==> src/rtl/rr_arbiter.sv <==
// Round-robin arbiter for eight requesters with a bounded grant duration.
// Drives a registered one-hot grant plus its encoded index for a 3-to-8 decoded select.
module rr_arbiter #(
  parameter int unsigned MAX_HOLD = 4
) (
  input  logic       clk,
  input  logic       rst,
  input  logic [7:0] req,
  output logic [7:0] grant,
  output logic [2:0] gnt_id,
  output logic       busy
);

  localparam logic [3:0] HoldMax = 4'(MAX_HOLD);

  typedef enum logic [0:0] {StIdle, StGrant} state_e;

  state_e     state_q, state_d;
  logic [2:0] ptr_q, ptr_d;
  logic [3:0] hold_q, hold_d;
  logic [2:0] gnt_id_q, gnt_id_d;
  logic       busy_q, busy_d;
  logic [7:0] grant_q, grant_d;

  logic [2:0] win;
  logic [2:0] idx;
  logic       found;
  logic       release_grant;

  // Scan upward from ptr, wrapping 7->0; first set bit wins.
  always_comb begin
    found = 1'b0;
    win   = ptr_q;
    idx   = ptr_q;
    for (int i = 0; i < 8; i++) begin
      idx = ptr_q + 3'(i);
      if (!found && req[idx]) begin
        found = 1'b1;
        win   = idx;
      end
    end
  end

  assign release_grant = !req[gnt_id_q] || (hold_q == HoldMax);

  always_comb begin
    state_d  = state_q;
    ptr_d    = ptr_q;
    hold_d   = hold_q;
    gnt_id_d = gnt_id_q;
    busy_d   = busy_q;
    grant_d  = grant_q;
    unique case (state_q)
      StIdle: begin
        if (found) begin
          state_d  = StGrant;
          gnt_id_d = win;
          hold_d   = 4'd1;
          busy_d   = 1'b1;
          grant_d  = 8'b1 << win;
        end
      end
      StGrant: begin
        if (release_grant) begin
          state_d = StIdle;
          busy_d  = 1'b0;
          grant_d = 8'b0;
          ptr_d   = gnt_id_q + 3'd1;
        end else begin
          hold_d = hold_q + 4'd1;
        end
      end
      default: state_d = StIdle;
    endcase
  end

  always_ff @(posedge clk or posedge rst) begin
    if (rst) begin
      state_q  <= StIdle;
      ptr_q    <= 3'd0;
      hold_q   <= 4'd0;
      gnt_id_q <= 3'd0;
      busy_q   <= 1'b0;
      grant_q  <= 8'b0;
    end else begin
      state_q  <= state_d;
      ptr_q    <= ptr_d;
      hold_q   <= hold_d;
      gnt_id_q <= gnt_id_d;
      busy_q   <= busy_d;
      grant_q  <= grant_d;
    end
  end

  assign grant  = grant_q;
  assign gnt_id = gnt_id_q;
  assign busy   = busy_q;

endmodule

==> config.mk <==
export PLATFORM = sky130hd
export DESIGN_NAME = rr_arbiter
export DESIGN_NICKNAME = d
export VERILOG_FILES = /design/src/rtl/rr_arbiter.sv
export SDC_FILE = /design/constraint.sdc
export NUM_CORES = 1
export LEC_CHECK = 0
export ABC_AREA = 0
export BUFFER_PORTS_ARGS = -buffer_cell sky130_fd_sc_hd__buf_2
export CORE_MARGIN = 4
export CORE_UTILIZATION = 57
export DETAILED_ROUTE_END_ITERATION = 7
export PLACE_DENSITY = 0.79
export SLEW_MARGIN = 20
export SYNTH_ARGS = -nofsm -noshare
export SYNTH_HDL_FRONTEND = slang
export SYNTH_SLANG_ARGS = --single-unit
==> constraint.sdc <==
create_clock -name clk -period 4.4 [get_ports clk]
set_input_delay 0.44 -clock clk [delete_from_list [all_inputs] [get_ports clk]]
set_output_delay 0.44 -clock clk [all_outputs]
set_load 0.01 [all_outputs]
==> run summary <==
The number of I/O pins is 22. The aggregate routed wire length came out at 4.40 mm. The final critical path time including I/O delays and setup is 3.31 ns. The transition time at the pin with the least slew margin came out at 0.750 ns. After synthesis the cells add up to 0.00198 mm². In this run the critical register-to-register path is captured at grant[4].

The type of origin of the critical path is a flip-flop. The post-synthesis net count is 203. For this run, the total global-route usage over all layers was measured as 0.224. The detailed router's first-iteration violation count came out at 85. The placed wire-length estimate is 3.33 mm. The relative area change from synthesis to final layout is 6.21%. Yosys mapped a number of flops with a built-in enable equal to 0.

The tree is rooted in a clkbuf_4. The first global-routing pass estimated 7.65 mm of wire. Excluding fillers, the count of instances in the completed layout stands at 252. Gates resized during post-CTS repair numbered 0. Of all flip-flops after synthesis, the portion carrying an async set or reset was 1.00. In this run the worst hold path is classified as in2async. The final-report max-slew violation count is 0. The critical path in this run is classified as reg2reg. TritonCTS built the clock tree. The routed design uses 171 µm of met3 wire.

The number of instances in the synthesized netlist is 188. By area the synthesized netlist is led by dfrtp_1 25%, mux4_2 17%, nand2_1 5.1%, mux2i_1 4.6%, ha_1 3.2%. The total number of vias is 1568. Walking the worst path, the cells encountered are inv_1 -> ha_1 -> mux2i_1 -> mux4_2 -> a22o_1 -> a221o_1 -> a221oi_4 -> nor3b_2 -> a22o_1.

The number of buffers and inverters on the critical path is 1. The buffer levels on the longest clock path came out at 2. For the worst setup path, the data arrival time is 3.57 ns. The met1 layer wirelength in the final routing came out at 2.00 mm.

The largest delay contributor family on the critical path is compound AO/OA/AOI/OAI gates. The average instance in the mapped netlist occupies 10.5 µm². The run finished with clean final reports. The count of final setup violators came out at 0. Among all flip-flop cells after synthesis, the most frequent one is dfrtp_1. The critical path runs through a total of 9 cells. The cell taking the most area after synthesis is dfrtp_1.

The core region is 0.00334 mm². Of the post-synthesis cell area, the dominant cell type holds 0.253. The initial antenna violation count came out at 0.

The max capacitance violation total is 0. After synthesis, the netlist uses 61 different library cells. The initial core utilization is 0.592.

The fill cell instance count of the final layout is 288. The largest net degree at the start of global routing is 22. The count of placed standard cells including taps is 249. The count of yosys warnings during synthesis came out at 0. The headroom to the max-slew limit came out at 0.500. Among all cell types in the netlist, the one instantiated most often is nand2_1. For this design, the slowest cell found on the critical path is ha_1. In the routed design, unresolved DRC markers number 0.

The via-per-instance ratio is 6.22. The count of antenna-violating nets left after detailed routing is 0. In the final routed layout, each cell accounts on average for 17.5 µm.

The worst register-to-register path begins at ptr_q[1]. Ranked by instance count, the synthesized netlist is headed by 27 x nand2_1, 20 x dfrtp_1, 15 x mux4_2. The post-cts hold buffer count came out at 0. The summed negative setup slack over all endpoints came out at 0 ns. The number of antenna repair diodes is 0. Clock-pin slew was measured on the worst setup and hold paths at 0.11 ns.

In the final layout, the share of cells above drive strength 1 is 0.320. The source-to-sink clock delay at the later pin of the worst-skew pair came out at 0.31 ns. Wire segments on met2 add up to 2.20 mm in the final route. The post-route core utilization is 0.629. Among the stages of the critical path, the cell type that occurs most often is a22o_1.

The number of buffers created by CTS is 3. The largest single stage delay on the critical path is 0.59 ns. The die span in y is 66.9 µm. The share of the Yosys chip area taken by registers is 0.253.

The placer's final routability congestion estimate came out at 0.878. The portion of the clock cycle consumed by the worst path in the final layout is 0.752. The number of search-and-repair iterations in the first detailed-routing pass is 4. The via count of the first global-routing pass is 1563. Between clock sinks in the finished design, the worst skew comes to 0.0128 ns. Across all register-to-register paths, the minimum setup slack is 1.09 ns. The number of synthesized register bits is 20. The die covers 0.00447 mm². The count of endpoints failing hold in the final timing report came to 0.

The number of port buffers is 21. In this run the horizontal extent of the chip is 66.9 µm. The final layout net count came out at 223. After clock tree synthesis, the setup repair step added 0 buffers.

The floorplan has 21 rows. The worst setup path is captured at a flip-flop. The count of clock tree sinks is 20. For this run, the top clock speed supported by timing is 302 MHz. Summed over all layers, the global routing overflow is 0. In this run the number of H-tree levels came out at 1. The data required time at the worst endpoint came out at 4.66 ns. The largest driver fanout on the critical path came out at 12.

In this run the top signal layer used is met4. The worst register-to-register path has a depth of 9. Setup repair after global routing left no endpoint under its margin.
sequential cells by signal, indices dropped and copies added, names as in the netlist:
signal   cells
state_q      1
gnt_id       3
grant        8
hold_q       4
busy         1
ptr_q        3
per-stage QoR:
stage,hold WS [ns],setup slack [ns],instance area [µm²]
2_1_floorplan,0.404,1.02,1980
3_3_place_gp,0.461,1.27,2080
3_5_place_dp,0.470,1.14,2080
4_1_cts,0.265,1.10,2100
5_1_grt,0.286,0.905,2100
6_report,0.237,1.09,2100
logic make-up after synthesis:
kind of cell | Yosys count | synth area share
buf+inv | 16 | 0.0545
fa+ha+maj | 5 | 0.0317
simple gates | 71 | 0.210
xor+xnor | 7 | 0.0405
mux | 30 | 0.260
flops | 20 | 0.253
compound gates | 39 | 0.151
how the worst max path moves through the flow:
| stage | start | end |
|---|---|---|
| floorplan | ptr_q[1] | grant[6] |
| global placement | ptr_q[0] | grant[6] |
| detailed placement | ptr_q[1] | grant[6] |
| CTS | ptr_q[1] | grant[4] |
| global route | ptr_q[1] | hold_q[0] |
| finish | ptr_q[1] | grant[4] |
cell usage in the layout, fill, tap and decap left out, types with 3 or more instances in the layout:
cell	netlist	routed
o21ai_0	6	6
and3_2	4	4
inv_1	7	7
nand2b_1	3	3
ha_1	5	5
nor2_1	9	9
o21ai_1	6	6
xor2_1	4	4
nand2_1	27	27
a22o_1	6	6
clkbuf_4	0	3
mux2i_1	9	9
mux4_2	15	15
buf_2	1	21
mux2_2	3	3
dfrtp_1	20	20
a21oi_1	4	4
worst reg2reg max path, cell delays in order, from the launching register on:
cell and delay, ns:
dfrtp_1 0.38, inv_1 0.09, ha_1 0.59, mux2i_1 0.21
mux4_2 0.53, a22o_1 0.31, a221o_1 0.39, a221oi_4 0.36
nor3b_2 0.26, a22o_1 0.16
routing by layer:
layer,track usage,up-vias
met5,0,-
met4,0.0405,0
met3,0.0388,6
met2,0.360,34
met1,0.319,779
li1,-,749
area by class of cell:
| type | count | area (µm²) | area share |
|---|---|---|---|
| tap | 46 | 57.6 | 0.0274 |
| multi-input combinational | 152 | 1370 | 0.652 |
| clock buffer | 3 | 22.5 | 0.0107 |
| sequential | 20 | 500 | 0.239 |
| timing repair buffer | 23 | 120 | 0.0572 |
| inverter | 8 | 30.0 | 0.0143 |
Power is left out: the tool's default activity adds up to more than one toggle a clock period on the data nets, which glitch-free logic cannot reach.
